==> src/rtl/ram_req_ctrl_if.sv <==
// Request/response bundle between a bus master or sequencer and ram_req_ctrl.
// Request channel: reqValid/reqReady handshake carrying reqWrite, reqAddr, reqData.
// Response channel: respValid/respReady handshake carrying respData, respError; busy flags the clear sweep.
interface ram_req_ctrl_if #(
  parameter int DATA_WIDTH = 8,
  parameter int ADDR_WIDTH = 5
);
  logic                  reqValid;
  logic                  reqReady;
  logic                  reqWrite;
  logic [ADDR_WIDTH-1:0] reqAddr;
  logic [DATA_WIDTH-1:0] reqData;
  logic                  respValid;
  logic                  respReady;
  logic [DATA_WIDTH-1:0] respData;
  logic                  respError;
  logic                  busy;

  modport master (
    output reqValid, reqWrite, reqAddr, reqData, respReady,
    input  reqReady, respValid, respData, respError, busy
  );

  modport slave (
    input  reqValid, reqWrite, reqAddr, reqData, respReady,
    output reqReady, respValid, respData, respError, busy
  );
endinterface

==> src/rtl/ram_req_ctrl.sv <==
// Single-port synchronous RAM behind a valid/ready request channel, with a one-entry response register.
// Latency: response valid one cycle after the accept edge; optional zero-fill sweep of DEPTH cycles after reset.
// Backpressure: a held response stalls requests (reqReady = !respValid || respReady); requests are ignored while busy.
// Ports: clk (rising-edge clock), resetN (async active-low reset), bus (ram_req_ctrl_if.slave: request,
// response and busy signals).
module ram_req_ctrl #(
  parameter int DATA_WIDTH     = 8,
  parameter int ADDR_WIDTH     = 5,
  parameter int DEPTH          = 32,
  parameter bit CLEAR_ON_RESET = 1'b1
) (
  input  logic            clk,
  input  logic            resetN,
  ram_req_ctrl_if.slave   bus
);

  localparam int CW = (DEPTH > 1) ? $clog2(DEPTH) : 1;
  localparam logic [CW-1:0]         LAST_IDX = CW'(DEPTH - 1);
  // One extra bit so DEPTH = 2^ADDR_WIDTH is representable and the compare never wraps.
  localparam logic [ADDR_WIDTH:0]   DEPTH_W  = (ADDR_WIDTH + 1)'(DEPTH);

  typedef enum logic {
    CLEAR  = 1'b0,
    ACTIVE = 1'b1
  } state_t;

  localparam state_t RESET_STATE = CLEAR_ON_RESET ? CLEAR : ACTIVE;

  state_t                state;
  state_t                state_nxt;
  logic [CW-1:0]         clr_cnt;
  logic [DATA_WIDTH-1:0] mem [DEPTH];

  logic                  in_range;
  logic [CW-1:0]         idx;
  logic                  accept;
  logic                  busy_int;
  logic                  req_ready;

  logic                  resp_valid;
  logic [DATA_WIDTH-1:0] resp_data;
  logic                  resp_error;

  // Address decode: full-width compare against DEPTH, index only used when in range.
  assign in_range = ({1'b0, bus.reqAddr} < DEPTH_W);
  assign idx      = bus.reqAddr[CW-1:0];
  assign accept   = bus.reqValid && req_ready;

  // State register
  always_ff @(posedge clk or negedge resetN) begin
    if (!resetN) begin
      state <= RESET_STATE;
    end else begin
      state <= state_nxt;
    end
  end

  // Next-state logic: the sweep ends on the edge that clears the last word; ACTIVE is terminal.
  always_comb begin
    state_nxt = state;
    case (state)
      CLEAR:   if (clr_cnt == LAST_IDX) state_nxt = ACTIVE;
      ACTIVE:  state_nxt = ACTIVE;
      default: state_nxt = RESET_STATE;
    endcase
  end

  // Output logic. reqReady is gated by resetN so it reads 0 while reset is held,
  // even when the design resets straight into ACTIVE.
  always_comb begin
    busy_int  = 1'b0;
    req_ready = 1'b0;
    case (state)
      CLEAR: begin
        busy_int  = 1'b1;
        req_ready = 1'b0;
      end
      ACTIVE: begin
        busy_int  = 1'b0;
        req_ready = resetN && (!resp_valid || bus.respReady);
      end
      default: begin
        busy_int  = 1'b0;
        req_ready = 1'b0;
      end
    endcase
  end

  // Clear sweep address counter
  always_ff @(posedge clk or negedge resetN) begin
    if (!resetN) begin
      clr_cnt <= '0;
    end else if (state == CLEAR) begin
      clr_cnt <= clr_cnt + 1'b1;
    end
  end

  // Storage array: no reset. Writes are suppressed while resetN is low so that
  // holding reset never disturbs contents (the FSM sits in CLEAR at address 0 then).
  always_ff @(posedge clk) begin
    if (resetN) begin
      if (state == CLEAR) begin
        mem[clr_cnt] <= '0;
      end else if (accept && bus.reqWrite && in_range) begin
        mem[idx] <= bus.reqData;
      end
    end
  end

  // Response register. Loads on accept (also when the previous response is
  // consumed at the same edge, so there is no bubble); otherwise a consume only
  // drops valid and leaves data/error untouched. Reads see pre-write contents,
  // which is irrelevant here since a request is either a read or a write.
  always_ff @(posedge clk or negedge resetN) begin
    if (!resetN) begin
      resp_valid <= 1'b0;
      resp_data  <= '0;
      resp_error <= 1'b0;
    end else if (accept) begin
      resp_valid <= 1'b1;
      if (in_range) begin
        resp_data  <= bus.reqWrite ? bus.reqData : mem[idx];
        resp_error <= 1'b0;
      end else begin
        resp_data  <= '0;
        resp_error <= 1'b1;
      end
    end else if (resp_valid && bus.respReady) begin
      resp_valid <= 1'b0;
    end
  end

  assign bus.reqReady  = req_ready;
  assign bus.busy      = busy_int;
  assign bus.respValid = resp_valid;
  assign bus.respData  = resp_data;
  assign bus.respError = resp_error;

endmodule

==> src/flat_wrapper.sv <==
// flat-port wrapper written by rule: the top's interface ports become plain ports
module ram_req_ctrl_flat 
#(
  parameter int DATA_WIDTH     = 8,
  parameter int ADDR_WIDTH     = 5,
  parameter int DEPTH          = 32,
  parameter bit CLEAR_ON_RESET = 1'b1
)
  (clk, resetN, bus_reqValid, bus_reqWrite, bus_reqAddr, bus_reqData, bus_respReady, bus_reqReady, bus_respValid, bus_respData, bus_respError, bus_busy);
  ram_req_ctrl_if #(.DATA_WIDTH(DATA_WIDTH), .ADDR_WIDTH(ADDR_WIDTH)) bus_i ();
  input  logic clk;
  input  logic resetN;
  input wire logic [$bits(bus_i.reqValid)-1:0] bus_reqValid;
  input wire logic [$bits(bus_i.reqWrite)-1:0] bus_reqWrite;
  input wire logic [$bits(bus_i.reqAddr)-1:0] bus_reqAddr;
  input wire logic [$bits(bus_i.reqData)-1:0] bus_reqData;
  input wire logic [$bits(bus_i.respReady)-1:0] bus_respReady;
  output wire logic [$bits(bus_i.reqReady)-1:0] bus_reqReady;
  output wire logic [$bits(bus_i.respValid)-1:0] bus_respValid;
  output wire logic [$bits(bus_i.respData)-1:0] bus_respData;
  output wire logic [$bits(bus_i.respError)-1:0] bus_respError;
  output wire logic [$bits(bus_i.busy)-1:0] bus_busy;
  assign bus_i.reqValid = bus_reqValid;
  assign bus_i.reqWrite = bus_reqWrite;
  assign bus_i.reqAddr = bus_reqAddr;
  assign bus_i.reqData = bus_reqData;
  assign bus_i.respReady = bus_respReady;
  assign bus_reqReady = bus_i.reqReady;
  assign bus_respValid = bus_i.respValid;
  assign bus_respData = bus_i.respData;
  assign bus_respError = bus_i.respError;
  assign bus_busy = bus_i.busy;
  ram_req_ctrl #(.DATA_WIDTH(DATA_WIDTH), .ADDR_WIDTH(ADDR_WIDTH), .DEPTH(DEPTH), .CLEAR_ON_RESET(CLEAR_ON_RESET)) u_core (.clk(clk), .resetN(resetN), .bus(bus_i));
endmodule
==> config.mk <==
export PLATFORM = sky130hd
export DESIGN_NAME = ram_req_ctrl_flat
export DESIGN_NICKNAME = d
export VERILOG_FILES = /design/src/rtl/ram_req_ctrl_if.sv /design/src/rtl/ram_req_ctrl.sv /design/src/flat_wrapper.sv
export SDC_FILE = /design/constraint.sdc
export NUM_CORES = 1
export LEC_CHECK = 0
export ABC_AREA = 1
export CAP_MARGIN = 30
export CORE_ASPECT_RATIO = 2
export CORE_MARGIN = 3
export CORE_UTILIZATION = 60
export CTS_BUF_LIST = sky130_fd_sc_hd__clkbuf_8
export CTS_CLUSTER_SIZE = 40
export DETAILED_ROUTE_END_ITERATION = 6
export GPL_TIMING_DRIVEN = 0
export PLACE_DENSITY = 0.78
export SLEW_MARGIN = 15
export SYNTH_ARGS = -nofsm -noshare
export SYNTH_HDL_FRONTEND = slang
export SYNTH_SLANG_ARGS = --single-unit
==> constraint.sdc <==
create_clock -name clk -period 2.7 [get_ports clk]
set_clock_uncertainty 0.1 [all_clocks]
set_input_delay 0.81 -clock clk [delete_from_list [all_inputs] [get_ports clk]]
set_output_delay 0.81 -clock clk [all_outputs]
set_load 0.02 [all_outputs]
==> summary.txt <==
Layout fillers: 1377
minimum clock period: 2.67 ns
diodes inserted: 0
Worst slew margin: 52.5%
logic gate share of total power: 8.7%
DRC: 0
clk sink count: 271
Net Sw Power: 1990 uW
Detailed Place HPWL: 24100 um
Crit-path slowest cell: clkdlybuf4s50_1
Post-Synth XOR/XNOR Area: 0.146%
GPL Wtd Cong: 1.03
slew of the pin with the lowest slew margin: 0.713 ns
Synth Area in Adders: 0.209%
maxcap violations: 0
H-tree levels: 2
sequential area share after synthesis: 67.2%
initial antenna violation count: 0
die area: 0.0218 mm^2
clock transition time at the flip-flop clock pins of the worst setup and hold paths: 0.07 ns
fin nets: 1302
CP Class: in -> reg
Synth area leaders: edfxtp_1 (64%), nand2_1 (12%), nand3_1 (8.5%)
Yosys Warn Count: 0
Synth Area in Compound Gates: 1.14%
vias in the first global route: 8738
total wire length: 34700 um
crit-path max FO: 9
Clk pwr share: 35.3%
Util after Layout: 72.9%
status: completed
fraction of registers with async set/reset: 5.54%
simple-gate area share of the yosys netlist: 24.0%
VDD IR max: 0.476 mV
Power Internal: 6260 uW
layout cell share with drive strength beyond 1: 14.1%
Place WS: -1.76 ns
initial core utilization: 61.6%
post-route ant nets: 0
Top Ports: 30
Post-Place Cell Area: 0.0127 mm^2
startpoint types: input pin
Core ar.: 0.0195 mm^2
TritonCTS clock tree: built
Die X: 106 um
pin count of the biggest net entering global routing: 33
die height: 206 um
Root Driver: clkbuf_8
synth cell count leaders: nand2_1 (373), edfxtp_1 (256), nand3_1 (204)
unique cell type count in the Yosys netlist: 28
port bufs: 24
Fin Setup TNS: 0 ns
# rows: 72
post-route clock period utilization: 99.0%
DRC marker count from the first detailed-route iteration: 877
post-synthesis net count: 1203
Register Area: 0.00806 mm^2
post-synth top area share: 64.1%
Top FF cell, synth: edfxtp_1
DRT Pass-1 Iters: 6
design area: 0.0142 mm^2
mux contribution to synthesized area: 0%
routed length per instance: 22.2 um
Bufs on Longest Clock Path: 3
synthesized area per cell: 10.1 um^2
number of synthesized register bits: 271
Leak: 0.00591 uW
count of pins over their slew limit: 0
Switching Share: 24.1%
Yosys top cell by area: edfxtp_1
number of synthesized flops with an enable pin: 256
WP data arrival: 2.86 ns
CP Cell Sequence: clkdlybuf4s50_1 > inv_1 > nand2_1 > nand4_4 > inv_6 > nor2_1 > a21oi_4 > clkinvlp_4 > buf_4 > nand3_4 > nor2_4
first-pass GRT wire length: 50300 um
Hold Crit Class: in -> async
Sequential Power Share: 55.9%
final setup fails: 0
Worst path max stage delay: 0.45 ns
Crit. End Element: flop
final hold vios: 0
growth of design area from synthesis to finish: 18.3%
most frequent cell after synthesis: nand2_1
Peak Freq: 0.374 GHz
Synth Instances: 1183
Layout Cells excl Fill: 1562
clk_lat worst skew: 0.55 ns
pwr/cell area: 581 mW/mm^2
total gr overflow: 0
final worst slack: 0.0281 ns
Post-Place Cells: 1472
synthesized area: 0.0120 mm^2
largest family of logic cells by synthesized area: simple AND/OR/NAND/NOR gates
cts bufs inserted: 36
Required @ worst endpoint: 2.89 ns
gr usage total: 31.9%
post-DR vias/cell: 5.70
via count: 8910
area of the multi-input gates: 0.00347 mm^2
==> flip-flops by register name, summed over array words and instances (netlist names) <==
signal and count:
u_core.clr_cnt 5, u_core.bus.respValid 1, u_core.state 1, u_core.mem 256
u_core.bus.respData 8
==> path summary, 6_finish.rpt <==
check	from	cells past startpoint	slack (ns)	end
worst max-delay path	bus_respReady	11	0.03	u_core.mem[4][7]$_DFFE_PP_
max in group asynchronous	resetN	1	2.21	u_core.clr_cnt[0]$_DFFE_PN0N_
worst min-delay path	resetN	1	0.07	u_core.bus.respData[1]$_DFFE_PN0P_
min in group clk	u_core.bus.respData[5]$_DFFE_PN0P_	2	0.38	u_core.bus.respData[5]$_DFFE_PN0P_
worst max register to register	u_core.state$_DFF_PN0_	10	0.32	u_core.mem[4][7]$_DFFE_PP_
worst min register to register	u_core.bus.respData[5]$_DFFE_PN0P_	2	0.38	u_core.bus.respData[5]$_DFFE_PN0P_
==> layer usage <==
layer  part of all wire [%]  track usage [%]  routed length, um
met2                     52             57.0              18100
met4                    8.5             23.1               2970
met3                    6.7             3.97               2320
met1                     33             34.5              11400
met5                      0                0                  0
==> metrics by stage <==
step	total power [uW]	hold WS, ns
CTS	8240	0.0809
finish	8250	0.0651
floorplan	5070	0.401
detailed placement	5370	0.370
global placement	5350	0.365
global route	8520	0.0608
==> area by class of cell <==
class	count	share of cell area, %
well taps	259	2.28
repair buffers	61	5.58
plain buffers	57	1.98
clock buffers	36	3.49
clock inverters	23	1.12
inverters	158	4.29
flip-flops and latches	271	56.8
multi-input cells	697	24.4
==> timing repair <==
item	4_1_cts	5_1_grt
buffers inserted	22	9
setup endpoints to repair	522	271
pin swaps	14	14
resized for setup	91	19
hold buffers	0	0
==> critical path: cells and delay by family <==
| family | cells | cell delay [ns] |
|---|---|---|
| buf+inv | 5 | 1.13 |
| simple gates | 5 | 0.61 |
| compound gates | 1 | 0.28 |
==> power by group through the flow <==
stage               sequential [uW]  combinational, uW  clock, uW
floorplan                      4730                344          0
global placement               4700                647          0
detailed placement             4700                670          0
CTS                            4610                689       2940
global route                   4610                760       3150
finish                         4610                721       2910
==> kinds of logic (layout without fill, tap and decap cells) <==
logic type / after synthesis / in the layout
adders and majority gates: 2 / 2
AOI/OAI and AO/OA: 25 / 25
other: 1 / 1
buffers and inverters: 215 / 335
and+or+nand+nor: 667 / 667
xor gates and xnor gates: 2 / 2
DFF: 271 / 271
==> cells in the final DEF (no fill, tap or decap), types with 19 or more instances in the layout <==
cell type        count
inv_1              158
nor2_1              38
nor2_4              33
o21ai_0             19
nand2_1            373
edfxtp_1           256
buf_2               30
clkbuf_8            36
clkdlybuf4s50_1     21
nand3_1            194
buf_4               21
Power figures use the tool's default switching activity.
